[src/rtl/controle_multiciclo.sv]
// controle_multiciclo: Moore sequencer for the 16-bit multi-cycle datapath.
// Outputs are registered from the next-state decode, so each output matches the state it is in.
module controle_multiciclo #(
   parameter int unsigned MEM_LAT = 1,
   parameter logic [3:0]  OP_ADD  = 4'h0,
   parameter logic [3:0]  OP_SUB  = 4'h1
) (
   input  logic        CLOCK_50,
   input  logic        reset,
   input  logic [3:0]  opcode,
   input  logic        zero,
   input  logic        resume,
   output logic        EscIR,
   output logic        EscCP,
   output logic        EscCondCP,
   output logic [1:0]  FonteCP,
   output logic        ULA_A,
   output logic [1:0]  ULA_B,
   output logic [3:0]  ULA_OP,
   output logic        EscReg,
   output logic        flag_imm,
   output logic        halted,
   output logic        illegal,
   output logic [15:0] instr_count
);

   localparam int unsigned CW = 3;
   localparam logic [CW-1:0] CNT_RELOAD = CW'(MEM_LAT - 1);

   typedef enum logic [3:0] {
      FETCH  = 4'd0,
      FWAIT  = 4'd1,
      DECODE = 4'd2,
      EXEC_R = 4'd3,
      EXEC_I = 4'd4,
      WB_R   = 4'd5,
      WB_I   = 4'd6,
      BRANCH = 4'd7,
      JUMP   = 4'd8,
      HALT   = 4'd9
   } state_t;

   state_t        state, stateNext;
   logic [CW-1:0] cnt, cntNext;
   logic [3:0]    opcodeQ, opcodeNext;

   logic       escIRNext, escCPNext, escCondCPNext, ulaANext;
   logic       escRegNext, flagImmNext, haltedNext, illegalNext;
   logic [1:0] fonteCPNext, ulaBNext;
   logic [3:0] ulaOpNext;

   // zero only qualifies the PC write inside the datapath; the sequence itself ignores it
   logic unusedZero;
   assign unusedZero = zero;

   // Next state, fetch wait counter and latched opcode
   always_comb begin
      stateNext  = state;
      cntNext    = cnt;
      opcodeNext = opcodeQ;
      case (state)
         FETCH:  stateNext = FWAIT;
         FWAIT: begin
            if (cnt == '0) begin
               opcodeNext = opcode;
               cntNext    = CNT_RELOAD;
               stateNext  = DECODE;
            end else begin
               cntNext = cnt - CW'(1);
            end
         end
         DECODE: begin
            if (opcodeQ <= 4'h5)      stateNext = EXEC_R;
            else if (opcodeQ <= 4'hA) stateNext = EXEC_I;
            else if (opcodeQ == 4'hB) stateNext = BRANCH;
            else if (opcodeQ == 4'hC) stateNext = JUMP;
            else if (opcodeQ == 4'hF) stateNext = HALT;
            else                      stateNext = FETCH;
         end
         EXEC_R: stateNext = WB_R;
         EXEC_I: stateNext = WB_I;
         WB_R, WB_I, BRANCH, JUMP: stateNext = FETCH;
         HALT:   if (resume) stateNext = FETCH;
         default: begin
            stateNext = FETCH;
            cntNext   = CNT_RELOAD;
         end
      endcase
   end

   // Moore output decode of the state being entered
   always_comb begin
      escIRNext     = 1'b0;
      escCPNext     = 1'b0;
      escCondCPNext = 1'b0;
      fonteCPNext   = 2'b00;
      ulaANext      = 1'b0;
      ulaBNext      = 2'b00;
      ulaOpNext     = 4'h0;
      escRegNext    = 1'b0;
      flagImmNext   = 1'b0;
      haltedNext    = 1'b0;
      illegalNext   = 1'b0;
      case (stateNext)
         FWAIT: begin
            if (cntNext == '0) begin
               escIRNext = 1'b1;
               escCPNext = 1'b1;
               ulaBNext  = 2'b01;
               ulaOpNext = OP_ADD;
            end
         end
         DECODE: begin
            ulaBNext    = 2'b10;
            ulaOpNext   = OP_ADD;
            illegalNext = (opcodeNext == 4'hD) || (opcodeNext == 4'hE);
         end
         EXEC_R: begin
            ulaANext  = 1'b1;
            ulaOpNext = opcodeNext;
         end
         EXEC_I: begin
            ulaANext    = 1'b1;
            ulaBNext    = 2'b10;
            ulaOpNext   = opcodeNext;
            flagImmNext = 1'b1;
         end
         WB_R: escRegNext = 1'b1;
         WB_I: begin
            escRegNext  = 1'b1;
            flagImmNext = 1'b1;
         end
         BRANCH: begin
            ulaANext      = 1'b1;
            ulaOpNext     = OP_SUB;
            escCondCPNext = 1'b1;
            fonteCPNext   = 2'b01;
         end
         JUMP: begin
            escCPNext   = 1'b1;
            fonteCPNext = 2'b10;
         end
         HALT:    haltedNext = 1'b1;
         default: ;
      endcase
   end

   // State, counter, opcode latch, instruction counter and registered outputs
   always_ff @(posedge CLOCK_50 or posedge reset) begin
      if (reset) begin
         state       <= FETCH;
         cnt         <= CNT_RELOAD;
         opcodeQ     <= 4'h0;
         instr_count <= 16'h0000;
         EscIR       <= 1'b0;
         EscCP       <= 1'b0;
         EscCondCP   <= 1'b0;
         FonteCP     <= 2'b00;
         ULA_A       <= 1'b0;
         ULA_B       <= 2'b00;
         ULA_OP      <= 4'h0;
         EscReg      <= 1'b0;
         flag_imm    <= 1'b0;
         halted      <= 1'b0;
         illegal     <= 1'b0;
      end else begin
         state   <= stateNext;
         cnt     <= cntNext;
         opcodeQ <= opcodeNext;
         if (state == DECODE) instr_count <= instr_count + 16'd1;
         EscIR     <= escIRNext;
         EscCP     <= escCPNext;
         EscCondCP <= escCondCPNext;
         FonteCP   <= fonteCPNext;
         ULA_A     <= ulaANext;
         ULA_B     <= ulaBNext;
         ULA_OP    <= ulaOpNext;
         EscReg    <= escRegNext;
         flag_imm  <= flagImmNext;
         halted    <= haltedNext;
         illegal   <= illegalNext;
      end
   end

endmodule

[config.mk]
export PLATFORM = sky130hd
export DESIGN_NAME = controle_multiciclo
export DESIGN_NICKNAME = d
export VERILOG_FILES = /design/src/rtl/controle_multiciclo.sv
export SDC_FILE = /design/constraint.sdc
export NUM_CORES = 1
export LEC_CHECK = 0
export CORE_AREA = 2 2 64 66
export DETAILED_ROUTE_END_ITERATION = 10
export DIE_AREA = 0 0 66 68
export PLACE_DENSITY = 0.85
export SETUP_SLACK_MARGIN = 0.4
export SKIP_LAST_GASP = 1
export SYNTH_ARGS = -nofsm -noshare
export SYNTH_HDL_FRONTEND = slang
export SYNTH_SLANG_ARGS = --single-unit
export TNS_END_PERCENT = 10
[constraint.sdc]
create_clock -name CLOCK_50 -period 2.13 [get_ports CLOCK_50]
set_clock_uncertainty 0.05 [all_clocks]
set_input_delay 0.639 -clock CLOCK_50 [delete_from_list [all_inputs] [get_ports CLOCK_50]]
set_output_delay 0.639 -clock CLOCK_50 [all_outputs]
set_load 0.02 [all_outputs]
==> results.tsv, run 1 <==
stage	metric	value	unit
finish	most common cell after layout, fill and taps aside	dfrtp_1	
flow_run	max-cap violations	0	
place	gpl congestion	0.8050	
sta	Setup violations, final	0	
floorplanning	Initial Util	46.76	%
yosys	dominant cells by area after synthesis	dfrtp_1, xnor2_1, nor2_1, mux2_2, nand2_1	
floorplanning	Die Height	68	um
clocking	CTS tree	done	
sta	Final TNS setup	0	ns
sta	RSZ-0062 raised after global routing	true	
status	status	completed	
floorplanning	row count	23	
yosys	Post-Syn Nets	165	
pwr	clock power share	16.1	%
drt	routed wire length	3484	um
clocking	Num CTS Buffers	5	
sta	Slew HR	65.74	%
critical_path	CP Buf/Inv Count	1	
critical_path	slowest CP cell	clkdlybuf4s50_1	
finish	area delta synth->final	37.54	%
yosys	Netlist cell types	44	
clocking	CTS H-Tree Depth	2	
yosys	synthesized netlist cell count	156	
place	IO buf count	38	
finish	share of cells above drive strength 1	21.90	%
sta	period utilisation layout	92.90	%
floorplanning	core area	3856	um2
finish	commonest cells after routing, fill and taps aside	dfrtp_1, clkdlybuf4s50_1, buf_4, xnor2_1, nor2_1	
drt	detailed-route via count	1305	
sta	Final Hold Violating Endpoints	0	
drt	Post-DRT Antenna Nets	0	
yosys	Syn. warnings	0	
critical_path	Critical Path Source	instr_count[9]	
clocking	CTS max path bufs	2	
pwr	Combinational Power Share	45.8	%
pwr	sw frac	36.81	%
finish	Final #Nets	219	
critical_path	Critical R2R Launch	state[2]	
yosys	syn avg cell area	11.56	um2
global_route	largest net degree at the start of global routing	42	
place	hpwl dp	2322	um
critical_path	r2r setup slk	0.19	ns
clocking	clock latency on the worst-skew pair	0.29	ns
global_route	initial antenna violation count	0	
critical_path	Top delay family on crit path	buffers and inverters	
sta	final worst setup slack	0.1511	ns
pwr	Pleak	1.147	nW
global_route	number of global-route vias before repair	1195	
yosys	area leader, netlist	dfrtp_1	
floorplanning	num ports	40	
critical_path	Setup crit end	instr_count[9]	
place	dpl ws	-0.04292	ns
yosys	register area share after synthesis	56.90	%
clocking	CTS root buf	clkbuf_8	
critical_path	crit end category	output pin	
min_path	Hold WC Path Type	register to register	
pwr	Sw Pwr	1.146	mW
critical_path	worst path required time	1.44	ns
drt	Residual DRC	0	
min_path	hold depth	1	
sta	actual slew at the worst max-slew pin	0.5072	ns
finish	Antenna Cells	0	
global_route	first-pass GRT wire length	5589	um
global_route	GRT Residual Overflow	0	
floorplanning	Die ar.	4488	um2
floorplanning	die width	66	um
sta	post-route minimum period	1.979	ns
yosys	Synth Cell Area	1803	um2
sta	Max Clk Rate	505.3	MHz
clocking	Clock Sinks	41	
critical_path	critical path fanouts, max	3	
drt	1st-pass router iterations	4	
pwr	VDD IR max	0.6800	mV
critical_path	crit-path cells	clkdlybuf4s50_1	
drt	Routed WL per cell	13.40	um
pwr	PwrDens	1256	nW/um2
pwr	internal power	1.967	mW
drt	vias per cell	5.019	
critical_path	WP depth	1	
critical_path	worst setup path class	register to output pin	
yosys	Synth Register Bits	41	
critical_path	depth of the worst register-to-register path	4	
critical_path	slowest cell delay on critical path	0.61	ns
clocking	CTS clk-pin slew, worst paths	0.07	ns
sta	pins over their slew limit	0	
yosys	Yosys top cell area share	56.90	%
clocking	Post-CTS Hold Fix Bufs	0	
pwr	Reg power frac	38.1	%
global_route	global router's overall resource usage	16.93	%
critical_path	R2R Path End	EscCP	
drt	Initial DRC Count	63	
critical_path	crit path launch type	register	
critical_path	CP arrival	1.29	ns
==> stage by stage <==
step | instances | util (%) | total power [mW] | instance area, um2 | hold slack, ns
3_5_place_dp | 246 | 59.44 | 2.488 | 2292 | 0.4168
2_1_floorplan | 156 | - | 2.027 | 1829 | 0.4513
5_1_grt | 260 | 64.31 | 3.311 | 2480 | 0.4569
3_3_place_gp | 246 | 59.44 | 2.460 | 2292 | 0.4044
6_report | 260 | 64.31 | 3.114 | 2480 | 0.4245
4_1_cts | 256 | 62.95 | 3.067 | 2427 | 0.4262
==> power groups by stage <==
stage / registers, mW / clock network, mW / logic (mW)
after global routing: 1.21 / 0.559 / 1.54
after detailed placement: 1.18 / 0 / 1.31
after floorplan: 1.29 / 0 / 0.736
after CTS: 1.18 / 0.512 / 1.38
final: 1.19 / 0.501 / 1.43
after global placement: 1.18 / 0 / 1.28
==> final cells by class <==
cell class | count | area, um2
well taps | 50 | 62.56
flip-flops and latches | 41 | 1028
fillers | 307 | 1376
repair buffers | 54 | 513.0
clock buffers | 7 | 86.33
multi-input cells | 103 | 770.7
inverters | 5 | 18.77
==> synthesized netlist by cell type (all sizes together) <==
cell type,instances
buf,6
a21oi,1
a32o,1
nand3,7
a211oi,1
o22ai,1
o21a,4
xnor2,13
dfrtp,41
or3,3
a41oi,1
nor4b,3
mux2,4
nor2b,2
a21o,2
nor2,14
nor3,3
and3,3
or2,2
o211a,1
nand2,11
a221oi,1
nand4,4
xor2,4
inv,5
and3b,1
nand3b,1
ha,1
clkbuf,1
o21ai,4
or3b,1
and2,3
nand2b,3
o311ai,1
or4b,2
==> worst min-delay path by stage <==
stage / slack (ns) / end / start
6_report: 0.42 / instr_count[15] / instr_count[15]
2_1_floorplan: 0.45 / cnt[0] / cnt[0]
3_5_place_dp: 0.42 / instr_count[15] / instr_count[15]
5_1_grt: 0.46 / instr_count[15] / instr_count[15]
3_3_place_gp: 0.40 / instr_count[15] / instr_count[15]
4_1_cts: 0.43 / instr_count[15] / instr_count[15]
==> state kept, by name, summed over array words and instances (netlist names) <==
| signal | count |
|---|---|
| EscCP | 1 |
| EscReg | 1 |
| FonteCP | 2 |
| ULA_A | 1 |
| ULA_B | 2 |
| ULA_OP | 4 |
| cnt | 3 |
| flag_imm | 1 |
| halted | 1 |
| illegal | 1 |
| instr_count | 16 |
| opcodeQ | 4 |
| state | 4 |
==> cells by family (layout without fill, tap and decap cells) <==
| logic type | Yosys count | after routing | share of synthesized area, % |
|---|---|---|---|
| mux | 4 | 4 | 2.498 |
| buf+inv | 12 | 66 | 3.539 |
| flops | 41 | 41 | 56.90 |
| fa+ha+maj | 1 | 1 | 0.6939 |
| xor+xnor | 17 | 17 | 8.258 |
| simple gates | 63 | 63 | 20.54 |
| compound gates | 18 | 18 | 7.564 |
==> timing repair <==
action,CTS,global route
gates resized for setup,24,7
pin swaps,5,7
endpoints found under the setup margin,61,61
buffers inserted,3,4
==> per-layer routing <==
metal | GRT usage (%) | wire length (um) | vias up
met3 | 4.112 | 135 | 7
met1 | 23.66 | 1631 | 627
met2 | 24.75 | 1646 | 28
met5 | 0 | 0 | -
li1 | - | - | 643
met4 | 8.418 | 71 | 0
(Power assumes the default switching activity.)
==> inputs of run 2 (changes only) <==
--- a/config.mk
+++ b/config.mk
@@ -6,4 +6,5 @@
 export NUM_CORES = 1
 export LEC_CHECK = 0
+export ABC_CLOCK_PERIOD_IN_PS = 2130
 export CORE_AREA = 2 2 64 66
 export DETAILED_ROUTE_END_ITERATION = 10
--- a/constraint.sdc
+++ b/constraint.sdc
@@ -3,3 +3,3 @@
 set_input_delay 0.639 -clock CLOCK_50 [delete_from_list [all_inputs] [get_ports CLOCK_50]]
 set_output_delay 0.639 -clock CLOCK_50 [all_outputs]
-set_load 0.02 [all_outputs]
+set_load 0.05 [all_outputs]
==> run 2 against run 1 <==
Non-clock buffer count up 2. Sequential share of layout area is 0.44 points higher. Combinational power rose by 23%. Register-to-register slack improved by 0.03 ns. First-iteration DRC count increased by 70%. Clock power rose by 26%. Worst setup slack improved by 0.070 ns. Via count is 2.5% higher. Core utilization down 0.75 points. Sequential power barely moved. Die area unchanged. Critical endpoint is now ULA_OP[0]. Largest power group unchanged.
==> results.tsv, run 2 (synthesis gave the netlist of run 1 again) <==
stage	metric	value	unit
floorplanning	die width	66	um
sta	actual slew at the worst max-slew pin	0.5656	ns
sta	final worst setup slack	0.2211	ns
finish	commonest cells after routing, fill and taps aside	buf_4, dfrtp_1, xnor2_1, nor2_1, nand2_1	
pwr	PwrDens	1459	nW/um2
clocking	CTS H-Tree Depth	2	
clocking	Clock Sinks	41	
finish	Antenna Cells	0	
global_route	GR peak layer	met2	
finish	Top reg by flops	instr_count	
place	placed cell area	2212	um2
global_route	met3 Use GR	3.454	%
global_route	largest net degree at the start of global routing	42	
clocking	Post-CTS Hold Fix Bufs	0	
clocking	CTS max path bufs	2	
critical_path	crit end category	register	
min_path	min-delay src	instr_count[15]	
sta	hold slack	0.4193	ns
critical_path	worst path required time	2.26	ns
drt	Routed WL per cell	13.77	um
finish	Cell Count, Final, Fillers Out	263	
sta	post-route minimum period	1.909	ns
critical_path	R2R Path End	ULA_OP[0]	
pwr	Pleak	1.188	nW
finish	share of cells above drive strength 1	36.15	%
critical_path	depth of the worst register-to-register path	5	
finish	most common cell after layout, fill and taps aside	buf_4	
floorplanning	Die Height	68	um
critical_path	crit path launch type	register	
floorplanning	Initial Util	46.76	%
critical_path	CP Buf/Inv Count	1	
critical_path	r2r setup slk	0.22	ns
finish	filler instances	314	
place	dpl ws	-0.03802	ns
critical_path	critical path fanouts, max	6	
global_route	GRT Residual Overflow	0	
finish	number of flip-flops in the largest register	16	
clocking	CTS root buf	clkbuf_8	
finish	Final #Nets	221	
critical_path	slowest cell delay on critical path	0.50	ns
place	hpwl dp	2390	um
global_route	GR Util met2	27.90	%
global_route	global router's overall resource usage	17.76	%
sta	pins over their slew limit	0	
pwr	VDD IR max	0.8012	mV
drt	detailed-route via count	1338	
floorplanning	row count	23	
global_route	initial antenna violation count	0	
critical_path	slowest CP cell	or4b_4	
status	status	completed	
sta	Setup violations, final	0	
floorplanning	core area	3856	um2
critical_path	Critical R2R Launch	state[0]	
place	Placed Instances	246	
sta	Final Hold Violating Endpoints	0	
sta	RSZ-0062 raised after global routing	true	
min_path	hold depth	1	
flow_run	max-cap violations	0	
critical_path	CP arrival	2.04	ns
floorplanning	num ports	40	
sta	period utilisation layout	89.62	%
finish	post-route cell area	2451	um2
drt	vias per cell	5.087	
sta	Slew HR	61.79	%
place	gpl congestion	0.7782	
critical_path	worst setup path class	register to register	
drt	Initial DRC Count	107	
place	IO buf count	38	
drt	1st-pass router iterations	4	
finish	area delta synth->final	35.95	%
critical_path	Critical Path Source	state[0]	
clocking	Num CTS Buffers	5	
clocking	clock latency on the worst-skew pair	0.29	ns
drt	Residual DRC	0	
min_path	Hold WC Path Type	register to register	
drt	routed wire length	3622	um
global_route	number of global-route vias before repair	1239	
critical_path	crit-path cells	buf_4, or4b_4, nor2_4, mux2_2, and2_1	
drt	Post-DRT Antenna Nets	0	
floorplanning	Die ar.	4488	um2
clocking	CTS tree	done	
min_path	Hold Path Sink	instr_count[15]	
critical_path	Top delay family on crit path	simple AND/OR/NAND/NOR gates	
sta	Max Clk Rate	523.9	MHz
clocking	CTS clk-pin slew, worst paths	0.07	ns
global_route	met1 Resource Use GR	23.54	%
global_route	first-pass GRT wire length	5913	um
-- run 2: per-layer routing --
metal / routed length, um / part of all wire (%)
met1: 1695 / 47
met2: 1688 / 47
met3: 162 / 4.5
met4: 76 / 2.1
met5: 0 / 0
-- run 2: how the worst max path moves through the flow --
stage	endpoint	slack, ns	cells after the start
floorplan	ULA_B[1]	0.21	7
global placement	ULA_OP[2]	-0.02	5
detailed placement	EscCP	-0.04	6
CTS	ULA_B[1]	0.24	5
global route	ULA_OP[0]	0.16	4
finish	ULA_OP[0]	0.22	5
-- run 2: report_power, final --
part | internal [mW] | total (mW) | switching [mW]
combinational | 0.726 | 1.76 | 1.04
clock | 0.382 | 0.633 | 0.251
sequential | 0.978 | 1.18 | 0.203
total | 2.09 | 3.58 | 1.49
-- run 2: per-stage QoR --
step | TNS, ns | util [%] | power (mW)
4_1_cts | 0 | 63.56 | 3.578
3_3_place_gp | -0.08892 | 57.37 | 2.720
2_1_floorplan | 0 | - | 2.326
5_1_grt | 0 | 63.56 | 3.773
6_report | 0 | 63.56 | 3.577
3_5_place_dp | -0.1224 | 57.37 | 2.753
-- run 2: what timing repair did --
item	4_1_cts	5_1_grt
setup endpoints to repair	30	26
resized for setup	10	0
buffers inserted	9	0
endpoints found under the hold margin	0	0
pin swaps	3	0
-- run 2: layout make-up --
cell class | count | area (um2) | share of cell area, %
tap | 50 | 62.56 | 2.552
clock buffer | 7 | 86.33 | 3.522
clock inverter | 1 | 30.03 | 1.225
multi-input combinational | 103 | 778.2 | 31.75
inverter | 5 | 18.77 | 0.7657
timing repair buffer | 56 | 447.9 | 18.27
sequential | 41 | 1027 | 41.91
-- run 2: worst register-to-register path, stage by stage, from the launching register on --
cell	delay (ns)
dfrtp_1	0.41
buf_4	0.14
or4b_4	0.50
nor2_4	0.19
mux2_2	0.36
and2_1	0.14
